File: src/rtl/ttc_intr_pkg.sv
// Shared types and constants for the TTC interrupt scheduler.
package ttc_intr_pkg;

  localparam int INTR_W  = 6;
  localparam int MAX_CNT = 8;
  localparam int SEL_W   = 3;

  typedef enum logic [2:0] {
    IDLE     = 3'd0,
    GRANT    = 3'd1,
    WAIT_ACK = 3'd2,
    CLEAR    = 3'd3,
    CHECK    = 3'd4
  } state_e;

endpackage

File: src/rtl/ttc_rr_arbiter.sv
// Rotating-priority arbiter: the first requester at or after ptr wins.
module ttc_rr_arbiter
  import ttc_intr_pkg::*;
#(
  parameter int NUM_CNT = 3
) (
  input  logic [NUM_CNT-1:0] req,
  input  logic [SEL_W-1:0]   ptr,
  output logic [NUM_CNT-1:0] gnt,
  output logic [SEL_W-1:0]   gnt_idx,
  output logic               gnt_any
);

  logic [2*NUM_CNT-1:0] req_dbl_s;
  logic [NUM_CNT-1:0]   req_rot_s;
  logic [SEL_W-1:0]     off_s;
  logic [SEL_W:0]       sum_s;

  // Rotating the doubled request vector puts the ptr position at bit 0.
  assign req_dbl_s = {req, req};
  assign req_rot_s = NUM_CNT'(req_dbl_s >> ptr);
  assign gnt_any   = |req;

  // Lowest set bit of the rotated vector, mapped back to an absolute index.
  always_comb begin
    off_s = '0;
    for (int j = NUM_CNT - 1; j >= 0; j--) begin
      if (req_rot_s[j]) begin
        off_s = SEL_W'(j);
      end else begin
        off_s = off_s;
      end
    end
    sum_s = {1'b0, ptr} + {1'b0, off_s};
    if (sum_s >= (SEL_W + 1)'(NUM_CNT)) begin
      gnt_idx = SEL_W'(sum_s - (SEL_W + 1)'(NUM_CNT));
    end else begin
      gnt_idx = sum_s[SEL_W-1:0];
    end
    for (int j = 0; j < NUM_CNT; j++) begin
      gnt[j] = gnt_any & (gnt_idx == SEL_W'(j));
    end
  end

endmodule

File: src/rtl/ttc_intr_sched.sv
// TTC interrupt scheduler: arbitrate, present vector, await ack, clear and verify.
// Define TTC_INTR_SCHED_PRIO_EN for fixed priority (lowest index wins) instead of round-robin.
module ttc_intr_sched
  import ttc_intr_pkg::*;
#(
  parameter int NUM_CNT     = 3,
  parameter int INTR_W      = ttc_intr_pkg::INTR_W,
  parameter int ACK_TIMEOUT = 255,
  parameter int CLR_RETRY   = 3
) (
  input  logic                      pclk,
  input  logic                      p_reset,
  input  logic [NUM_CNT*INTR_W-1:0] irq_vec,
  input  logic [NUM_CNT-1:0]        svc_en,
  input  logic                      irq_ack,
  input  logic                      err_clr,
  output logic [NUM_CNT-1:0]        clear_interrupt,
  output logic                      irq,
  output logic                      irq_valid,
  output logic [SEL_W-1:0]          sel_id,
  output logic [INTR_W-1:0]         sel_vec,
  output logic                      timeout_err,
  output logic                      clr_fail
);

  state_e             state_r;
  logic [NUM_CNT-1:0] gnt_oh_r;
  logic [SEL_W-1:0]   gnt_idx_r;
  logic [SEL_W-1:0]   sel_id_r;
  logic [SEL_W-1:0]   rr_ptr_r;
  logic [INTR_W-1:0]  sel_vec_r;
  logic               irq_valid_r;
  logic               timeout_err_r;
  logic               clr_fail_r;
  logic [NUM_CNT-1:0] clr_r;
  logic [7:0]         tmo_r;
  logic [3:0]         retry_r;
  logic               chk_cnt_r;

  logic [INTR_W-1:0]  vec_s [NUM_CNT];
  logic [NUM_CNT-1:0] req_s;
  logic [NUM_CNT-1:0] arb_gnt_s;
  logic [SEL_W-1:0]   arb_idx_s;
  logic               arb_any_s;
  logic [INTR_W-1:0]  gnt_vec_s;
  logic [INTR_W-1:0]  sel_cur_s;
  logic [NUM_CNT-1:0] clr_oh_s;
  logic [SEL_W-1:0]   rr_next_s;
  logic [7:0]         tmo_inc_s;

  for (genvar j = 0; j < NUM_CNT; j++) begin : g_req
    assign vec_s[j] = irq_vec[j*INTR_W +: INTR_W];
    assign req_s[j] = (|vec_s[j]) & svc_en[j];
  end

  ttc_rr_arbiter #(.NUM_CNT(NUM_CNT)) u_arb (
    .req     (req_s),
    .ptr     (rr_ptr_r),
    .gnt     (arb_gnt_s),
    .gnt_idx (arb_idx_s),
    .gnt_any (arb_any_s)
  );

  // Vector muxes for the granted and the in-service counter, plus clear one-hot.
  always_comb begin
    gnt_vec_s = '0;
    sel_cur_s = '0;
    for (int j = 0; j < NUM_CNT; j++) begin
      if (gnt_oh_r[j]) begin
        gnt_vec_s = gnt_vec_s | vec_s[j];
      end else begin
        gnt_vec_s = gnt_vec_s;
      end
      if (sel_id_r == SEL_W'(j)) begin
        sel_cur_s = vec_s[j];
      end else begin
        sel_cur_s = sel_cur_s;
      end
      clr_oh_s[j] = (sel_id_r == SEL_W'(j));
    end
    if (sel_id_r == SEL_W'(NUM_CNT - 1)) begin
      rr_next_s = '0;
    end else begin
      rr_next_s = sel_id_r + SEL_W'(1);
    end
    tmo_inc_s = tmo_r + 8'd1;
  end

  // Service state machine with all outputs registered.
  always_ff @(posedge pclk or posedge p_reset) begin
    if (p_reset) begin
      state_r       <= IDLE;
      gnt_oh_r      <= '0;
      gnt_idx_r     <= '0;
      sel_id_r      <= '0;
      rr_ptr_r      <= '0;
      sel_vec_r     <= '0;
      irq_valid_r   <= 1'b0;
      timeout_err_r <= 1'b0;
      clr_fail_r    <= 1'b0;
      clr_r         <= '0;
      tmo_r         <= 8'd0;
      retry_r       <= 4'd0;
      chk_cnt_r     <= 1'b0;
    end else begin
      clr_r <= '0;
      if (err_clr) begin
        timeout_err_r <= 1'b0;
        clr_fail_r    <= 1'b0;
      end
      case (state_r)
        IDLE: begin
          if (arb_any_s) begin
            gnt_oh_r  <= arb_gnt_s;
            gnt_idx_r <= arb_idx_s;
            state_r   <= GRANT;
          end
        end
        GRANT: begin
          sel_id_r    <= gnt_idx_r;
          sel_vec_r   <= gnt_vec_s;
          irq_valid_r <= 1'b1;
          tmo_r       <= 8'd0;
          state_r     <= WAIT_ACK;
        end
        WAIT_ACK: begin
          if (irq_ack || (tmo_inc_s == 8'(ACK_TIMEOUT))) begin
            if (!irq_ack) begin
              timeout_err_r <= 1'b1;
            end
            irq_valid_r <= 1'b0;
            clr_r       <= clr_oh_s;
            tmo_r       <= 8'd0;
            state_r     <= CLEAR;
          end else begin
            tmo_r <= tmo_inc_s;
          end
        end
        CLEAR: begin
          chk_cnt_r <= 1'b0;
          state_r   <= CHECK;
        end
        CHECK: begin
          // Counter register needs two cycles to reflect the clear.
          if (!chk_cnt_r) begin
            chk_cnt_r <= 1'b1;
          end else if (((sel_cur_s & sel_vec_r) != '0) && (retry_r < 4'(CLR_RETRY))) begin
            retry_r <= retry_r + 4'd1;
            clr_r   <= clr_oh_s;
            state_r <= CLEAR;
          end else begin
            if ((sel_cur_s & sel_vec_r) != '0) begin
              clr_fail_r <= 1'b1;
            end
`ifdef TTC_INTR_SCHED_PRIO_EN
            rr_ptr_r <= '0;
`else
            rr_ptr_r <= rr_next_s;
`endif
            retry_r <= 4'd0;
            tmo_r   <= 8'd0;
            state_r <= IDLE;
          end
        end
        default: begin
          state_r <= IDLE;
        end
      endcase
    end
  end

  assign clear_interrupt = clr_r;
  assign irq_valid       = irq_valid_r;
  assign irq             = irq_valid_r;
  assign sel_id          = sel_id_r;
  assign sel_vec         = sel_vec_r;
  assign timeout_err     = timeout_err_r;
  assign clr_fail        = clr_fail_r;

endmodule
File: config.mk
export PLATFORM = sky130hd
export DESIGN_NAME = ttc_intr_sched
export DESIGN_NICKNAME = d
export VERILOG_FILES = /design/src/rtl/ttc_intr_pkg.sv /design/src/rtl/ttc_rr_arbiter.sv /design/src/rtl/ttc_intr_sched.sv
export SDC_FILE = /design/constraint.sdc
export NUM_CORES = 1
export LEC_CHECK = 0
export ABC_AREA = 1
export BUFFER_PORTS_ARGS = -buffer_cell sky130_fd_sc_hd__buf_2
export CAP_MARGIN = 20
export CELL_PAD_IN_SITES_DETAIL_PLACEMENT = 1
export CELL_PAD_IN_SITES_GLOBAL_PLACEMENT = 1
export CORE_UTILIZATION = 43
export CTS_CLUSTER_DIAMETER = 120
export DETAILED_ROUTE_END_ITERATION = 8
export PLACE_DENSITY = 0.81
export SETUP_SLACK_MARGIN = 0.4
export SKIP_CTS_REPAIR_TIMING = 1
export SLEW_MARGIN = 10
export SYNTH_ARGS = -nofsm -noshare
export SYNTH_HDL_FRONTEND = slang
export SYNTH_SLANG_ARGS = --single-unit
File: constraint.sdc
create_clock -name pclk -period 6.5 [get_ports pclk]
set_input_delay 1.3 -clock pclk [delete_from_list [all_inputs] [get_ports pclk]]
set_output_delay 1.3 -clock pclk [all_outputs]
set_load 0.01 [all_outputs]
==> results of run 1 <==
## worst max-delay path: stages
cell                      delay (ns)
sky130_fd_sc_hd__buf_2          0.10
sky130_fd_sc_hd__nor2_1         0.05
sky130_fd_sc_hd__nand4_1        0.10
sky130_fd_sc_hd__nand2_1        0.07
sky130_fd_sc_hd__o21ai_0        0.26
sky130_fd_sc_hd__nand2_1        0.13
sky130_fd_sc_hd__nand2_1        0.08
sky130_fd_sc_hd__nand2_1        0.08
sky130_fd_sc_hd__nand2_1        0.07
sky130_fd_sc_hd__nand2_1        0.04
sky130_fd_sc_hd__inv_1          0.05
sky130_fd_sc_hd__ha_1           0.15
sky130_fd_sc_hd__inv_1          0.05
sky130_fd_sc_hd__fa_1           0.50
sky130_fd_sc_hd__inv_1          0.05
sky130_fd_sc_hd__ha_1           0.18
sky130_fd_sc_hd__inv_1          0.07
sky130_fd_sc_hd__nand2_1        0.08
sky130_fd_sc_hd__nor2_2         0.15
sky130_fd_sc_hd__xor2_1         0.25
sky130_fd_sc_hd__nand2_1        0.12
sky130_fd_sc_hd__o22ai_1        0.14
## layer usage
metal	up-vias	GRT usage [%]	part of all wire, %
met4	0	5.926	0.91
met1	1124	30.67	46
met5	-	0	0
li1	1189	-	-
met3	7	3.765	4.2
met2	52	41.86	49
## area by class of cell
class	instances	area, um2
timing repair buffer	42	215.2
clock inverter	1	7.507
inverter	48	180.2
sequential	40	1001
tap	72	90.09
multi-input combinational	259	1280
fill	758	2680
clock buffer	7	86.33
## state kept, by name, indices dropped and copies added (netlist names)
signal	cells
sel_id	3
retry_r	4
gnt_idx_r	3
gnt_oh_r	3
rr_ptr_r	3
irq	1
tmo_r	8
clr_fail	1
clear_interrupt	3
sel_vec	6
timeout_err	1
state_r	3
chk_cnt_r	1
## placed cells by master, fill, tap and decap left out
| cell | count |
|---|---|
| sky130_fd_sc_hd__a21boi_1 | 1 |
| sky130_fd_sc_hd__a21oi_1 | 9 |
| sky130_fd_sc_hd__buf_2 | 40 |
| sky130_fd_sc_hd__buf_4 | 2 |
| sky130_fd_sc_hd__clkbuf_1 | 1 |
| sky130_fd_sc_hd__clkbuf_8 | 6 |
| sky130_fd_sc_hd__clkinv_1 | 1 |
| sky130_fd_sc_hd__clkinvlp_4 | 1 |
| sky130_fd_sc_hd__dfrtp_1 | 40 |
| sky130_fd_sc_hd__fa_1 | 1 |
| sky130_fd_sc_hd__ha_1 | 6 |
| sky130_fd_sc_hd__inv_1 | 42 |
| sky130_fd_sc_hd__inv_2 | 5 |
| sky130_fd_sc_hd__mux2i_1 | 1 |
| sky130_fd_sc_hd__nand2_1 | 130 |
| sky130_fd_sc_hd__nand2_2 | 7 |
| sky130_fd_sc_hd__nand2_4 | 1 |
| sky130_fd_sc_hd__nand3_1 | 24 |
| sky130_fd_sc_hd__nand3_2 | 1 |
| sky130_fd_sc_hd__nand3_4 | 1 |
| sky130_fd_sc_hd__nand4_1 | 7 |
| sky130_fd_sc_hd__nor2_1 | 24 |
| sky130_fd_sc_hd__nor2_2 | 4 |
| sky130_fd_sc_hd__nor2_4 | 2 |
| sky130_fd_sc_hd__nor3_1 | 4 |
| sky130_fd_sc_hd__nor3_2 | 1 |
| sky130_fd_sc_hd__o21a_1 | 3 |
| sky130_fd_sc_hd__o21ai_0 | 10 |
| sky130_fd_sc_hd__o21ai_1 | 5 |
| sky130_fd_sc_hd__o21bai_1 | 1 |
| sky130_fd_sc_hd__o22ai_1 | 5 |
| sky130_fd_sc_hd__o31ai_1 | 2 |
| sky130_fd_sc_hd__or2_1 | 3 |
| sky130_fd_sc_hd__or2_2 | 1 |
| sky130_fd_sc_hd__xor2_1 | 5 |
## logic make-up (layout without fill, tap and decap cells)
| family | count (synthesis) | after routing | synth area share [%] |
|---|---|---|---|
| fa+ha+maj | 7 | 7 | 3.833 |
| simple gates | 210 | 210 | 37.37 |
| mux | 1 | 1 | 0.4034 |
| xor+xnor | 5 | 5 | 1.765 |
| buf+inv | 51 | 98 | 8.068 |
| compound gates | 36 | 36 | 8.220 |
| flops | 40 | 40 | 40.34 |
## final timing paths
path | start | endpoint | slack, ns | cells after the start
max | irq_vec[8] | gnt_oh_r[2] | 2.63 | 22
min | retry_r[2] | retry_r[2] | 0.48 | 2
max reg2reg | rr_ptr_r[0] | gnt_oh_r[2] | 3.45 | 18
min reg2reg | retry_r[2] | retry_r[2] | 0.48 | 2
max in group asynchronous | p_reset | tmo_r[0] | 5.01 | 3
min in group asynchronous | p_reset | sel_vec[0] | 1.12 | 3
## per-stage QoR
step	instance area, um2	utilization (%)	hold WS (ns)	worst slack (ns)
4_1_cts	2860	51.63	0.4886	2.630
2_1_floorplan	2481	-	0.4374	2.834
3_5_place_dp	2766	49.93	0.4706	2.324
6_report	2860	51.63	0.4826	2.633
5_1_grt	2860	51.63	0.5130	2.278
3_3_place_gp	2766	49.93	0.4536	2.492
## power by group through the flow
stage               logic (mW)  registers, mW  clock network [mW]
floorplan                0.409          0.405                   0
global placement         0.553          0.420                   0
detailed placement       0.574          0.421                   0
CTS                      0.579          0.417               0.181
global route             0.664          0.430               0.188
finish                   0.570          0.419               0.174
==> summary by stage, run 1 <==
Worst setup path
The worst setup path is captured at a register. The critical path class is input port to register. The data required time at the worst endpoint is 6.72 ns. In this run the worst path has a maximum fanout of 3. STA classifies the critical path startpoint as an input port. Data on the critical path arrives at its endpoint at 4.08 ns.

STA
The worst-margin pin slew is 0.5285 ns. The final-report hold violation count is 0. Derived from the worst setup path, the maximum achievable clock frequency is 258.6 MHz. The worst path needs 3.867 ns of the cycle, external delays included. The relative slew slack is 64.77%. The total negative slack for setup checks is 0 ns. The clock skew is 0.003902 ns.

The max-slew violation total from the final report is 0. The total of endpoints with negative setup slack in the final report is 0. The final clock period utilization by the worst path is 59.49%. Setup repair after global routing left no endpoint under its margin.

GRT
The total global routing overflow is 0. The first global-routing pass estimated 11.47 mm of wire. The number of global-route vias before repair was 2507. The pin count of the biggest net entering global routing is 41.

Global routing used 23.89% of the available tracks. The number of antenna violations at the first check in global routing was 0.

Power and ir drop
The logic gate share of total power is 49.0%. The internal power consumption is 617.3 uW. Of the total power, the clock network draws 15.0%. The power per unit of standard cell area is 406.3 nW/um2. Per report_power, the sequential group accounts for 36.0% of the total. The total net switching power is 544.9 uW. In this run the static leakage power is 1.538 nW. The worst-case IR drop observed on VDD is 0.1626 mV. The overall power after layout is 1.162 mW. The share of total power consumed by net switching is 46.88%.

Clock network
In this run, CTS created clock tree buffers numbering 5. Clock tree synthesis selected as its root buffer the cell sky130_fd_sc_hd__clkbuf_8. After clock tree synthesis, the clock-pin slew on the worst setup and hold paths is 0.08 ns.

The H-tree was split into 2 levels. The TritonCTS clock tree is built. The clock net sink count is 40.

At the later pin of the worst-skew pair, clock insertion delay measures 0.29 ns. The longest clock path from root to sink contains 2 buffers.

Placed design
Summed over all nets, the half-perimeter wirelength after detailed placement is 5.236 mm. The count of placed standard cells including taps is 461. In this run the tool buffered the top-level ports with 40 buffer cells. At the end of routability-driven placement, the weighted congestion stood at 0.8184.

Run status
The flow ran to the end, and the final reports show no timing, DRC or antenna violations.

Synth
In this run, synthesis produced a sequential element count of 40. Of the synthesized area, sequential elements account for 40.34%. The total standard cell area after synthesis is 2481 um2. The synthesized netlist contains 32 unique library cells. The average footprint of a synthesized cell is 7.089 um2. The synthesized design spends more area on one cell type than any other, namely sky130_fd_sc_hd__dfrtp_1.

The fraction of synthesis flops using an asynchronous set or reset pin is 100.0%. The Yosys step of the flow raised 0 warnings. The synthesized net count is 382. In the post-synthesis netlist, the biggest area contributors are sky130_fd_sc_hd__dfrtp_1 40%, sky130_fd_sc_hd__nand2_1 20%, sky130_fd_sc_hd__inv_1 6.4%.

Synthesis handed over a netlist of 350 instances. In the synthesized netlist, the cells that appear most often are 130 x sky130_fd_sc_hd__nand2_1, 42 x sky130_fd_sc_hd__inv_1, 40 x sky130_fd_sc_hd__dfrtp_1. sky130_fd_sc_hd__nand2_1 is the most common cell in the netlist.

The synthesized design contains 0 enable-type register cells. The fraction of synthesized cell area taken by the top area cell type is 40.34%. The predominant post-synthesis flop cell is sky130_fd_sc_hd__dfrtp_1.

Flow run
The tool flagged a number of max-cap violations equal to 0.

Die
The core region is 5540 um2. The die covers 6078 um2. In this run the count of I/O pins placed on the die edge is 41.

In this run the core area contains 27 standard-cell rows. The initial utilization of the core area, before any placement, comes to 44.78%. The die is 77.96 um tall. The die is 77.96 um wide.

Route
The per-cell via count in the routed design is 5.058. Dividing the detail-routed wire length by the instance count gives 13.83 um. The remaining design rule violation count is 0.

Across all layers, the routed design uses 2372 vias. The antenna violation net count after detailed routing is 0. The total length of routed wires is 6.485 mm.

The pre-antenna-repair detailed-routing pass consisted of 4 iterations. For this block, the initial DRC count from the detailed router was 65.

Cells and area
From synthesis to final layout, the design area changed by 15.28%. The count of antenna diodes in the layout is 0. The number of nets in the final layout is 428.

The number of non-filler instances in the completed layout is 469. The layout cell share with drive strength beyond 1 is 18.14%.

Worst hold path
The tightest min-delay check is of the register to register type.
Power figures use the tool's default switching activity.
==> run 2, diff against run 1 <==
--- a/config.mk
+++ b/config.mk
@@ -10,10 +10,10 @@
 export CAP_MARGIN = 20
 export CELL_PAD_IN_SITES_DETAIL_PLACEMENT = 1
 export CELL_PAD_IN_SITES_GLOBAL_PLACEMENT = 1
-export CORE_UTILIZATION = 43
+export CORE_UTILIZATION = 36
 export CTS_CLUSTER_DIAMETER = 120
 export DETAILED_ROUTE_END_ITERATION = 8
-export PLACE_DENSITY = 0.81
+export PLACE_DENSITY = 0.72
 export SETUP_SLACK_MARGIN = 0.4
 export SKIP_CTS_REPAIR_TIMING = 1
 export SLEW_MARGIN = 10
==> constraint.sdc (replaced) <==
create_clock -name pclk -period 3.2 [get_ports pclk]
set_input_delay 0.64 -clock pclk [delete_from_list [all_inputs] [get_ports pclk]]
set_output_delay 0.64 -clock pclk [all_outputs]
set_load 0.01 [all_outputs]
==> run 2 against run 1 <==
Setup slack worse by 2.4 ns. Critical path depth stayed put. Design area is 13% higher. Clock skew is 0.0067 ns higher. Sequential power is 110% higher.
==> summary by stage, run 2 (synthesis gave the netlist of run 1 again) <==
Cells and area
The most common cell after layout, fill and taps aside is sky130_fd_sc_hd__nand2_1 (unchanged). The register ranked first by flip-flop count was tmo_r (unchanged). The final non-filler cell area came to 3228 um2 (was 2860 um2). The count of antenna diodes in the layout is 0 (unchanged). The share of the core filled with cells is 49.70% (was 51.63%). The layout cell share with drive strength beyond 1 is 30.33% (was 18.14%). Commonest cells after routing, fill and taps aside: 124 x sky130_fd_sc_hd__nand2_1, 39 x sky130_fd_sc_hd__dfrtp_1, 37 x sky130_fd_sc_hd__inv_1 (was 130 x sky130_fd_sc_hd__nand2_1, 42 x sky130_fd_sc_hd__inv_1, 40 x sky130_fd_sc_hd__dfrtp_1, 40 x sky130_fd_sc_hd__buf_2). The flip-flop count of the largest register, all copies and words added is 8 (unchanged).

The area added between synthesis and finish is 30.11% (was 15.28%). The number of nets in the final layout was 454 (was 428).

Clock network
The TritonCTS clock tree is built (unchanged). The maximum root-to-sink buffer count is 2 (unchanged). The number of levels in the clock H-tree was 2 (unchanged).

The clock insertion delay at the later pin of the skew report is 0.29 ns (about the same). The clock net sink count is 40 (unchanged). The clock tree root driver cell was sky130_fd_sc_hd__clkbuf_8 (unchanged).

The number of buffers inserted during clock tree synthesis was 5 (unchanged). The clock transition time at the flip-flop clock pins of the worst setup and hold paths was 0.08 ns (about the same).

STA
Timing would allow up to 338.6 MHz. The max-slew violation total from the final report was 0 (unchanged). The minimum clock period is 2.953 ns. The post-route worst setup slack is 0.2466 ns (was 2.633 ns). The final clock period utilization by the worst path is 92.30%. The total of endpoints with negative setup slack in the final report is 0 (unchanged).

Setup repair after global routing missed its margin: true (was false). The clock skew was 0.01061 ns (was 0.003902 ns). The final-report hold violation count is 0 (unchanged). The worst-margin pin slew is 0.5153 ns (was 0.5285 ns). The relative slew slack is 65.64% (was 64.77%). The tightest hold margin is 0.4598 ns (was 0.4826 ns).

Die
The I/O pin count is 41 (unchanged). The width of the die is 85.02 um (was 77.96 um). The effective utilization at floorplan is 38.20% (was 44.78%).

The core box area is 6495 um2 (was 5540 um2). The floorplan die area is 7228 um2 (was 6078 um2). The number of rows created at floorplan came to 29 (was 27). The die outline height is 85.02 um (was 77.96 um).

GRT
The global-route total usage across every layer is 20.96% (was 23.89%). The first-pass GRT wire length came to 11.94 mm (was 11.47 mm). The number of global-route vias before repair is 2521 (was 2507). The number of antenna violations at the first check in global routing is 0 (unchanged). The total global routing overflow is 0 (unchanged).

The pin count of the biggest net entering global routing is 41 (unchanged).

Power and ir drop
The worst vdd rail ir drop was 0.3799 mV (was 0.1626 mV). The leakage power of the design is 1.686 nW (was 1.538 nW). The overall power after layout is 2.580 mW (was 1.162 mW). The power per unit of standard cell area is 799.3 nW/um2 (was 406.3 nW/um2).

Route
The routed length per instance came to 14.89 um (was 13.83 um). The first-pass iteration count of the detailed router is 4 (unchanged). The remaining design rule violation count came to 0 (unchanged).

The antenna violation net count after detailed routing was 0 (unchanged). The total length of routed wires is 7.431 mm (was 6.485 mm). The via count was 2499 (was 2372).

The per-cell via count in the routed design is 5.008 (was 5.058). The first-iteration detailed-routing DRC count came to 48 (was 65).

Worst setup path
The data arrival at the endpoint of the critical path is 3.17 ns (was 4.08 ns). The data required time at the worst endpoint is 3.41 ns (was 6.72 ns). The largest fanout of any net on the critical path is 3 (unchanged).

The nature of the critical path startpoint was an input port (unchanged). The critical path class is input port to register (unchanged). The critical path capture point type is a register (unchanged).

Run status
Status: completed (unchanged).

Placed design
The count of input and output buffers is 40 (unchanged). The HPWL after detailed placement is 5.685 mm (was 5.236 mm). The worst slack at placement was -0.1906 ns (was 2.324 ns).

The final weighted congestion of routability-driven global placement is 0.8005 (was 0.8184). The placement-stage cell area was 2959 um2 (was 2766 um2).

Worst hold path
The type of the most critical hold path is input port to asynchronous set/reset pin (was register to register).

Flow run
The number of max-capacitance violations reported is 0 (unchanged).
## run 2: worst max-delay path, cell delays in order
cell,delay (ns)
sky130_fd_sc_hd__buf_4,0.13
sky130_fd_sc_hd__nor2_4,0.10
sky130_fd_sc_hd__nand3_2,0.10
sky130_fd_sc_hd__nand2_2,0.08
sky130_fd_sc_hd__or2_4,0.13
sky130_fd_sc_hd__nand2_2,0.05
sky130_fd_sc_hd__nand2_1,0.08
sky130_fd_sc_hd__nand3_2,0.09
sky130_fd_sc_hd__nand2_2,0.07
sky130_fd_sc_hd__nand2_1,0.06
sky130_fd_sc_hd__inv_2,0.06
sky130_fd_sc_hd__ha_4,0.13
sky130_fd_sc_hd__inv_2,0.03
sky130_fd_sc_hd__fa_1,0.50
sky130_fd_sc_hd__inv_1,0.05
sky130_fd_sc_hd__ha_2,0.16
sky130_fd_sc_hd__inv_2,0.06
sky130_fd_sc_hd__nand2_2,0.07
sky130_fd_sc_hd__nor2_4,0.14
sky130_fd_sc_hd__xor2_2,0.19
sky130_fd_sc_hd__nand2_1,0.10
sky130_fd_sc_hd__o22ai_1,0.13
## run 2: final cells by class
cell class                 instances  area [um2]
clock buffer                       5       68.82
clock inverter                     2       12.51
fill                             857        3267
inverter                          48       180.2
multi-input combinational        259        1395
sequential                        40        1002
tap                               77       96.34
timing repair buffer              68       473.0
## run 2: final timing paths
check	start	end	slack, ns	cells past startpoint
setup / recovery	irq_vec[13]	gnt_oh_r[2]	0.25	22
hold / removal	p_reset	tmo_r[7]	0.46	3
setup reg to reg	rr_ptr_r[0]	gnt_oh_r[2]	0.36	19
hold reg to reg	gnt_idx_r[1]	gnt_idx_r[1]	0.48	2
max in group asynchronous	p_reset	rr_ptr_r[0]	2.36	3
min in group pclk	gnt_idx_r[1]	gnt_idx_r[1]	0.48	2
## run 2: layer usage
layer  up-vias  GRT usage (%)  wire (um)
met5         -              0          0
met4         0          5.701        113
met3        13          3.307        167
met2        33          36.14       3686
met1      1205          27.29       3463
li1       1248              -          -
## run 2: power breakdown
group	internal (mW)	switching [mW]	total [mW]
Sequential	0.661	0.202	0.863
Combinational	0.570	0.821	1.39
Clock	0.148	0.178	0.326
Total	1.38	1.20	2.58
## run 2: through the flow
| stage | setup TNS (ns) | cells |
|---|---|---|
| 2_1_floorplan | 0 | 350 |
| 3_3_place_gp | -0.2340 | 485 |
| 3_5_place_dp | -0.8022 | 485 |
| 4_1_cts | 0 | 492 |
| 5_1_grt | 0 | 499 |
| 6_report | 0 | 499 |
